===== src/rtl/cap_sense_if.sv =====
// Signal bundle between one capacitive pad driver and its counter, pad and game logic.
// master = the driver; slave = the surrounding logic that feeds it and consumes its results.
interface cap_sense_if;
  logic        enable;
  logic        sensor_in;
  logic [31:0] final_count;
  logic        pin_oe;
  logic        pin_drive;
  logic        start;
  logic        capacitor_charged;
  logic [31:0] sample;
  logic        sample_valid;
  logic        timeout;
  logic [31:0] baseline;
  logic        calibrated;
  logic        touched;

  modport master (
    input  enable, sensor_in, final_count,
    output pin_oe, pin_drive, start, capacitor_charged,
    output sample, sample_valid, timeout, baseline, calibrated, touched
  );

  modport slave (
    output enable, sensor_in, final_count,
    input  pin_oe, pin_drive, start, capacitor_charged,
    input  sample, sample_valid, timeout, baseline, calibrated, touched
  );
endinterface


===== src/rtl/cap_sense_driver.sv =====
// Charge/release sequencer for one capacitive pad: captures the discharge count,
// builds a baseline from the first samples and reports a hysteretic touch flag.
module cap_sense_driver #(
  parameter int CHARGE_CYCLES  = 500,
  parameter int TIMEOUT_CYCLES = 100000,
  parameter int IDLE_CYCLES    = 5000,
  parameter int CAL_SAMPLES    = 16,
  parameter int THRESHOLD      = 200
) (
  input logic         clock,
  input logic         reset,
  cap_sense_if.master bus
);

  localparam int          CAL_SH       = $clog2(CAL_SAMPLES);
  localparam int          ACC_W        = 32 + CAL_SH;
  localparam logic [31:0] IDLE_LAST    = 32'(IDLE_CYCLES - 1);
  localparam logic [31:0] CHARGE_LAST  = 32'(CHARGE_CYCLES - 1);
  localparam logic [31:0] TIMEOUT_LAST = 32'(TIMEOUT_CYCLES - 1);
  localparam logic [31:0] TIMEOUT_VAL  = 32'(TIMEOUT_CYCLES);
  localparam logic [CAL_SH-1:0] CAL_LAST = CAL_SH'(CAL_SAMPLES - 1);

  typedef enum logic [1:0] {S_IDLE, S_CHARGE, S_SENSE, S_CAPTURE} state_t;

  state_t             state;
  logic [31:0]        cnt;
  logic               timed_out;
  logic [ACC_W-1:0]   cal_acc;
  logic [CAL_SH-1:0]  cal_cnt;

  logic [31:0]        cap_val;
  logic               accept;
  logic [ACC_W-1:0]   acc_next;

  // Hysteresis: set at or above base+THRESHOLD (or on a timeout), clear below base+THRESHOLD/2.
  function automatic logic touch_next(input logic cur, input logic [31:0] s,
                                      input logic [31:0] base, input logic to);
    logic [32:0] hi;
    logic [32:0] lo;
    hi = {1'b0, base} + 33'(THRESHOLD);
    lo = {1'b0, base} + 33'(THRESHOLD / 2);
    if (to || ({1'b0, s} >= hi)) return 1'b1;
    if ({1'b0, s} < lo) return 1'b0;
    return cur;
  endfunction

  always_comb begin
    cap_val  = timed_out ? TIMEOUT_VAL : bus.final_count;
    accept   = timed_out || (bus.final_count != 32'd0);
    acc_next = cal_acc + ACC_W'(cap_val);
  end

  always_ff @(posedge clock) begin
    if (reset) begin
      state                 <= S_IDLE;
      cnt                   <= '0;
      timed_out             <= 1'b0;
      cal_acc               <= '0;
      cal_cnt               <= '0;
      bus.pin_oe            <= 1'b1;
      bus.pin_drive         <= 1'b0;
      bus.start             <= 1'b0;
      bus.capacitor_charged <= 1'b0;
      bus.sample            <= '0;
      bus.sample_valid      <= 1'b0;
      bus.timeout           <= 1'b0;
      bus.baseline          <= '0;
      bus.calibrated        <= 1'b0;
      bus.touched           <= 1'b0;
    end else begin
      bus.sample_valid <= 1'b0;
      case (state)
        S_IDLE: begin
          // Counter saturates while disabled so a later enable starts charging at once.
          if (cnt >= IDLE_LAST) begin
            if (bus.enable) begin
              state         <= S_CHARGE;
              cnt           <= '0;
              bus.pin_drive <= 1'b1;
              bus.start     <= 1'b1;
            end
          end else begin
            cnt <= cnt + 32'd1;
          end
        end
        S_CHARGE: begin
          if (cnt == CHARGE_LAST) begin
            state                 <= S_SENSE;
            cnt                   <= '0;
            bus.pin_oe            <= 1'b0;
            bus.pin_drive         <= 1'b0;
            bus.capacitor_charged <= 1'b1;
          end else begin
            cnt <= cnt + 32'd1;
          end
        end
        S_SENSE: begin
          // A discharge seen on the last allowed cycle still counts as a real sample.
          if (!bus.sensor_in || (cnt == TIMEOUT_LAST)) begin
            state                 <= S_CAPTURE;
            cnt                   <= '0;
            timed_out             <= bus.sensor_in;
            bus.capacitor_charged <= 1'b0;
          end else begin
            cnt <= cnt + 32'd1;
          end
        end
        S_CAPTURE: begin
          state      <= S_IDLE;
          cnt        <= '0;
          bus.pin_oe <= 1'b1;
          bus.start  <= 1'b0;
          if (accept) begin
            bus.sample       <= cap_val;
            bus.timeout      <= timed_out;
            bus.sample_valid <= 1'b1;
            if (bus.calibrated) begin
              bus.touched <= touch_next(bus.touched, cap_val, bus.baseline, timed_out);
            end else if (!timed_out) begin
              cal_acc <= acc_next;
              cal_cnt <= cal_cnt + CAL_SH'(1);
              if (cal_cnt == CAL_LAST) begin
                bus.baseline   <= acc_next[CAL_SH +: 32];
                bus.calibrated <= 1'b1;
              end
            end
          end
        end
        default: state <= S_IDLE;
      endcase
    end
  end

endmodule


===== src/flat_wrapper.sv =====
// flat-port wrapper written by rule: the top's interface ports become plain ports
module cap_sense_driver_flat 
#(
  parameter int CHARGE_CYCLES  = 500,
  parameter int TIMEOUT_CYCLES = 100000,
  parameter int IDLE_CYCLES    = 5000,
  parameter int CAL_SAMPLES    = 16,
  parameter int THRESHOLD      = 200
)
  (clock, reset, bus_enable, bus_sensor_in, bus_final_count, bus_pin_oe, bus_pin_drive, bus_start, bus_capacitor_charged, bus_sample, bus_sample_valid, bus_timeout, bus_baseline, bus_calibrated, bus_touched);
  cap_sense_if bus_i ();
  input logic clock;
  input logic reset;
  input wire logic [$bits(bus_i.enable)-1:0] bus_enable;
  input wire logic [$bits(bus_i.sensor_in)-1:0] bus_sensor_in;
  input wire logic [$bits(bus_i.final_count)-1:0] bus_final_count;
  output wire logic [$bits(bus_i.pin_oe)-1:0] bus_pin_oe;
  output wire logic [$bits(bus_i.pin_drive)-1:0] bus_pin_drive;
  output wire logic [$bits(bus_i.start)-1:0] bus_start;
  output wire logic [$bits(bus_i.capacitor_charged)-1:0] bus_capacitor_charged;
  output wire logic [$bits(bus_i.sample)-1:0] bus_sample;
  output wire logic [$bits(bus_i.sample_valid)-1:0] bus_sample_valid;
  output wire logic [$bits(bus_i.timeout)-1:0] bus_timeout;
  output wire logic [$bits(bus_i.baseline)-1:0] bus_baseline;
  output wire logic [$bits(bus_i.calibrated)-1:0] bus_calibrated;
  output wire logic [$bits(bus_i.touched)-1:0] bus_touched;
  assign bus_i.enable = bus_enable;
  assign bus_i.sensor_in = bus_sensor_in;
  assign bus_i.final_count = bus_final_count;
  assign bus_pin_oe = bus_i.pin_oe;
  assign bus_pin_drive = bus_i.pin_drive;
  assign bus_start = bus_i.start;
  assign bus_capacitor_charged = bus_i.capacitor_charged;
  assign bus_sample = bus_i.sample;
  assign bus_sample_valid = bus_i.sample_valid;
  assign bus_timeout = bus_i.timeout;
  assign bus_baseline = bus_i.baseline;
  assign bus_calibrated = bus_i.calibrated;
  assign bus_touched = bus_i.touched;
  cap_sense_driver #(.CHARGE_CYCLES(CHARGE_CYCLES), .TIMEOUT_CYCLES(TIMEOUT_CYCLES), .IDLE_CYCLES(IDLE_CYCLES), .CAL_SAMPLES(CAL_SAMPLES), .THRESHOLD(THRESHOLD)) u_core (.clock(clock), .reset(reset), .bus(bus_i));
endmodule

===== config.mk =====
export PLATFORM = sky130hd
export DESIGN_NAME = cap_sense_driver_flat
export DESIGN_NICKNAME = d
export VERILOG_FILES = /design/src/rtl/cap_sense_if.sv /design/src/rtl/cap_sense_driver.sv /design/src/flat_wrapper.sv
export SDC_FILE = /design/constraint.sdc
export NUM_CORES = 1
export LEC_CHECK = 0
export CORE_MARGIN = 2
export CORE_UTILIZATION = 46
export DETAILED_ROUTE_END_ITERATION = 10
export HOLD_SLACK_MARGIN = 0.15
export PLACE_DENSITY = 0.73
export SETUP_SLACK_MARGIN = 0.5
export SLEW_MARGIN = 40
export SYNTH_ARGS = -nofsm -noshare
export SYNTH_HDL_FRONTEND = slang
export SYNTH_SLANG_ARGS = --single-unit

===== constraint.sdc =====
create_clock -name clock -period 3 [get_ports clock]
set_input_delay 0.45 -clock clock [delete_from_list [all_inputs] [get_ports clock]]
set_output_delay 0.45 -clock clock [all_outputs]
set_load 0.01 [all_outputs]

* Word-level counts from Yosys, hierarchy flattened
Cells that the tools add are included.
** Operators by class
- Order comparisons :: 3
- Bitwise gates (word level) :: 3
- Add/subtract/negate cells :: 5
- Reduce and logical (&&, ||, !) cells :: 22
- Multiplexer cells :: 39
- Equal/unequal tests :: 11
** Operator list (number)
- 2-to-1 mux 32 bit :: 5
- one-hot mux 32 bit (4 select lines) :: 1
- adder 36 x 32 -> 36 bit :: 1
- adder 32 x 7 -> 33 bit, second input constant :: 1
- adder 32 x 8 -> 33 bit, second input constant :: 1
- >= comparator 32 x 33 -> 1 bit :: 1
- less-than comparator 32 x 33 -> 1 bit :: 1
- adder 32 x 1 -> 32 bit, second input constant :: 1
- == test 32 x 17 -> 1 bit, second input constant :: 1
- == test 32 x 9 -> 1 bit, second input constant :: 1
- >= comparator 32 x 13 -> 1 bit, second input constant :: 1
- nonzero test 32 bit :: 1
- 2-to-1 mux 1 bit :: 24
- AND reduction 4 bit :: 4
- nonzero test 2 bit :: 5
- 2-to-1 mux 2 bit :: 4
- one-hot mux 1 bit (2 select lines) :: 4
- one-hot mux 2 bit (4 select lines) :: 1
- inequality test 2 x 1 -> 1 bit, second input constant :: 3
- AND reduction 2 bit :: 3
- AND reduction 3 bit :: 2
- AND reduction 5 bit :: 1
- adder 4 x 1 -> 4 bit, second input constant :: 1
- == test 2 bit, second input constant :: 2
- 9 further kinds :: 13
** Word-level totals
- Bits of input ports :: 36
- Output and inout port bits :: 72
- Flip-flop bits (word level) :: 147
- Word-level logic and storage cells :: 98

* Depth between registers and ports, before layout
- Word-level depth :: 15
- Depth in mapped cells :: 17
- Gate-level depth less buffers :: 16

* Worst setup path after synthesis
No wires, ideal clock.
- Path type :: register to register
- From :: reg u_core.bus.baseline[4]
- To :: reg u_core.bus.touched
- Setup time :: 132 ps
- Data required time :: 2868 ps
- Arrival time :: 3161 ps
- Period minus slack after synthesis :: 3293 ps
- Stages on the path, launching flop included :: 16
- Slack :: -293 ps
- Path buffers :: 1
- Path through :: dfxtp_1 ha_1 nand2_1 a21oi_1 nor2b_1 and4_1 clkbuf_1 nand3_1 xor2_1 ha_1 a21oi_1 nor2b_1 a2111oi_0 o211ai_1 o311ai_0 a21oi_1
** Between the ends
- Cells in the longest elaborated chain, start to end :: 10
- Elaborated cells between the ends (all ways) :: 21
- Classes of those cells :: add/sub (2); order compare (2); mux (14); reduce/logical (3)
** Ends and longest elaborated chain
- start: declaration :: line cap_sense_if.sv:21 : output sample, sample_valid, timeout, baseline, calibrated, touched
- start signal: assignment :: line cap_sense_driver.sv:123 : bus.baseline <= acc_next[CAL_SH +: 32];
- adder 32 x 7 -> 33 bit / adder 32 x 8 -> 33 bit (equally long branches) :: line cap_sense_driver.sv:41, cap_sense_driver.sv:40
- less-than comparator 32 x 33 -> 1 bit / >= comparator 32 x 33 -> 1 bit (equally long branches) :: line cap_sense_driver.sv:43, cap_sense_driver.sv:42
- 2-to-1 mux 1 bit / logical OR 1 bit (equally long branches) :: line cap_sense_driver.sv:43, cap_sense_driver.sv:42
- 2-to-1 mux 1 bit, on equally long branches :: line cap_sense_driver.sv:43, cap_sense_driver.sv:42
- 2-to-1 mux 1 bit :: line cap_sense_driver.sv:117 : if (bus.calibrated) begin
- 2-to-1 mux 1 bit :: line cap_sense_driver.sv:113 : if (accept) begin
- 2-to-1 mux 1 bit :: line cap_sense_driver.sv:72 : case (state)
- 2-to-1 mux 1 bit :: line cap_sense_driver.sv:54 : if (reset) begin
- nonzero test 2 bit (no line)
- AND reduction 4 bit (no line)
- end signal: assignment :: line cap_sense_driver.sv:118 : bus.touched <= touch_next(bus.touched, cap_val, bus.baseline, timed_out);
- end: declaration :: line cap_sense_if.sv:21
Parallel ways exist; a longest one is shown, timed or not. The select of a mux whose other input is x is not followed.
A chain may end at the register's enable or synchronous reset.

* Final worst setup path
- From :: reg u_core.timed_out
- To :: reg u_core.bus.baseline[24]
** Between the ends
- Cells in the longest elaborated chain, start to end :: 2
- Elaborated cells between the ends (all ways) :: 5
- Classes of those cells :: add/sub (1); mux (1); bitwise (1); reduce/logical (2)
** Ends and longest elaborated chain
- start: declaration :: line cap_sense_driver.sv:27 : logic timed_out;
- start signal: assignment :: line cap_sense_driver.sv:102 : timed_out <= bus.sensor_in;
- 2-to-1 mux 32 bit :: line cap_sense_driver.sv:48 : cap_val = timed_out ? TIMEOUT_VAL : bus.final_count;
- via u_core.cap_val[0] :: line cap_sense_driver.sv:31 : logic [31:0] cap_val;
- adder 36 x 32 -> 36 bit :: line cap_sense_driver.sv:50 : acc_next = cal_acc + ACC_W'(cap_val);
The timed path passes the listed nets, and every way through them passes these cells.

==> impl_metrics.csv <==
group,metric,value,unit
grt,grtUsageTotal,0.307,
synth,synth-edff-count,0,
synth,yosys_most_used_dff,"dfxtp_1",
finish,post-route-util,0.741,
clocking,clk_latency,0.45,ns
route,finalWirelength,40300,um
floorplan,die_h,153,um
sta,setup_viol,27,
grt,grt_pass1_wl,58200,um
route,drt_drc_violations_left,0,
sta,relSlewSlack,0.503,
setup_path,worstSetupPathType,"reg -> reg",
finish,fin_nets,1799,
setup_path,setup.worst_path.end_class,"flop",
route,antenna_left,0,
synth,yosysWarnings,0,
setup_path,worst_path_max_delay_cell,"dfxtp_4",
floorplan,start_util,0.468,
synth,netlist_top_cells_area,"dfxtp_1, ha_1, xor2_1",
setup_path,path_delay_family,"compound AO/OA/AOI/OAI gates",
setup_path,critPathArrivalTime,3.66,ns
setup_path,crit_path_max_incr_delay,0.44,ns
setup_path,path_cells,"nand2b_4 > inv_4 > ha_4 > fa_2 > a211oi_2 > o21bai_2 > o211a_1 > buf_6 > buf_6 > a21oi_4 > o21ai_2 > a211oi_2 > mux2i_1 > a211oi_1",
clocking,clock_sinks,147,
synth,synth_top_cell_by_area,"dfxtp_1",
setup_path,start_kind,"flop",
synth,ys_seq_elements,147,
sta,finalClockSkew,0.0162,ns
sta,slew_violations,0,
status,violations,"setup timing",
route,dr.first_iter.drc_count,947,
floorplan,die-area,23400,um^2
grt,grt_pass1_vias,11400,
floorplan,rows,54,
synth,ys_seq_area_frac,0.288,
route,wl_per_cell,20.7,um
route,routed_via_density,6.03,
sta,finalCritPeriodShare,1.12,
sta,tns,-4.32,ns
grt,grt_max_degree,68,
finish,final_common_cell,"buf_4",
synth,synth_cells,1270,
finish,layout_common_cells,"buf_4, dfxtp_1, nand2_1",
finish,syn_to_final_growth,58.4,%
power,p_per_area,297,nW/um^2
finish,drive_gt1_frac,0.345,
clocking,htreeDepth,4,
setup_path,required,3.31,ns
floorplan,core_area,21800,um^2
sta,finalHoldViolations,0,
min_path,hp-class,"in -> reg",
synth,netlist_area,10200,um^2
job,cap_viol_max_count,0,
route,dr_total_vias,11800,
floorplan,die-width,153,um
grt,gr-total-overflow,0,
clocking,cts_made_buffers,17,
synth,ys_types,65,
sta,setup_ws,-0.350,ns
finish,fin_area,16200,um^2
synth,synth_top_area_frac,0.288,
setup_path,cp.buffers_inverters,3,
grt,grt_antenna_before_repair,0,
floorplan,ios,108,
route,firstDrtPassIters,5,
synth,synth_area_per_cell,8.04,um^2
setup_path,path_max_fanout,6,
clocking,clock_path_buffers,2,
finish,fin_cells,1951,
finish,antenna_cells,0,
finish,fillers,1382,
place,dp_hpwl,25200,um
sta,min_period,3.35,ns
clocking,path_clk_slew,0.07,ns
synth,synth_nets,1411,
sta,max_freq,298,MHz
sta,worst_slew_pin_slew,0.746,ns
place,gp_congestion,0.949,
power,finalPower,4800,uW
sta,rsz0062_at_grt,"true",
clocking,clk_root_buffer_cell,"clkbuf_16",
place,portBuffers,107,
power,ir_drop,0.346,mV
status,status,"finished with violations",
power,p_leak,0.00667,uW
clocking,tritoncts,"built",
synth,async_flop_share,0,
place,dp.cells,1849,
place,dpl_cell_area,13700,um^2
clocking,cts_hold_buf,0,
cell type report:
cell class | count | area [um^2] | share of cell area
sequential | 147 | 2960 | 0.183
inverter | 26 | 100 | 0.00619
tap | 280 | 350 | 0.0217
timing repair buffer | 438 | 3970 | 0.246
clock buffer | 18 | 450 | 0.0279
multi-input combinational | 1028 | 8180 | 0.506
clock inverter | 14 | 155 | 0.00960
flip-flops by register name (all words and copies together), names as in the netlist, 2 cells and up:
| register | cells |
|---|---|
| u_core.bus.baseline | 32 |
| u_core.state | 2 |
| u_core.cnt | 32 |
| u_core.cal_cnt | 4 |
| u_core.bus.sample | 32 |
| u_core.cal_acc | 36 |
path summary, 6_finish.rpt:
| kind | end | start | cells past startpoint | slack [ns] |
|---|---|---|---|---|
| worst min register to register | u_core.bus.timeout | u_core.bus.timeout | 2 | 0.46 |
| worst max register to register | u_core.bus.baseline[24] | u_core.timed_out | 14 | -0.35 |
| worst min-delay path | u_core.bus.sample[12] | bus_final_count[12] | 2 | 0.41 |
| worst max-delay path | u_core.bus.baseline[24] | u_core.timed_out | 14 | -0.35 |
cell usage after synthesis (19+ instances only):
library cell and instances:
a21o_1 38, a21oi_1 105, a22o_1 25, and3_1 23, clkbuf_1 51, dfxtp_1 147, ha_1 104, inv_1 26
nand2_1 142, nand3_1 51, nand3b_1 19, nand4_1 33, nor2_1 115, nor2b_1 37, nor3_1 24, o21ai_0 37
xnor2_1 52, xor2_1 61
per-stage QoR:
step                      setup WS, ns  hold slack (ns)
final                           -0.350            0.408
after floorplan                 0.0178            0.440
after global placement          -0.556            0.447
after detailed placement        -0.583            0.453
after global routing            -0.452            0.414
after CTS                      -0.0639            0.436
routing by layer:
| metal | share of wire | up-vias | wire length (um) | track usage |
|---|---|---|---|---|
| met5 | 0 | - | 0 | 0 |
| met4 | 0.054 | 0 | 2180 | 0.131 |
| met3 | 0.076 | 185 | 3070 | 0.0627 |
| met2 | 0.48 | 598 | 19300 | 0.532 |
| met1 | 0.39 | 5647 | 15700 | 0.370 |
| li1 | - | 5335 | - | - |
power breakdown:
part | total [uW] | internal [uW] | leakage [uW] | switching [uW]
logic | 601 | 287 | 0.00518 | 315
registers | 1950 | 1950 | 0.00119 | 3.32
clock network | 2250 | 1240 | 0.000298 | 1010
total | 4800 | 3470 | 0.00667 | 1330
repair_timing:
item	CTS	global route
setup endpoints to repair	130	131
setup buffers	37	27
pin swaps	96	88
gates resized for setup	163	122
cloned	4	2
cells by family (layout without fill, tap and decap cells):
family                     Yosys count  count (layout)  synth area share
AOI/OAI and AO/OA                  287             287             0.188
xor gates and xnor gates           113             113            0.0970
adders and majority gates          105             105             0.129
buffers and inverters               95             496            0.0374
DFF                                147             147             0.288
muxes                                9               9           0.00883
and+or+nand+nor                    514             514             0.251
worst reg2reg max path: cells and delay by family, from the launching register on:
kind	cells	cell delay (ns)
compound gates	7	1.46
flops	1	0.44
fa+ha+maj	2	0.51
mux	1	0.35
simple gates	1	0.17
buf+inv	3	0.30
(Power assumes the default switching activity.)
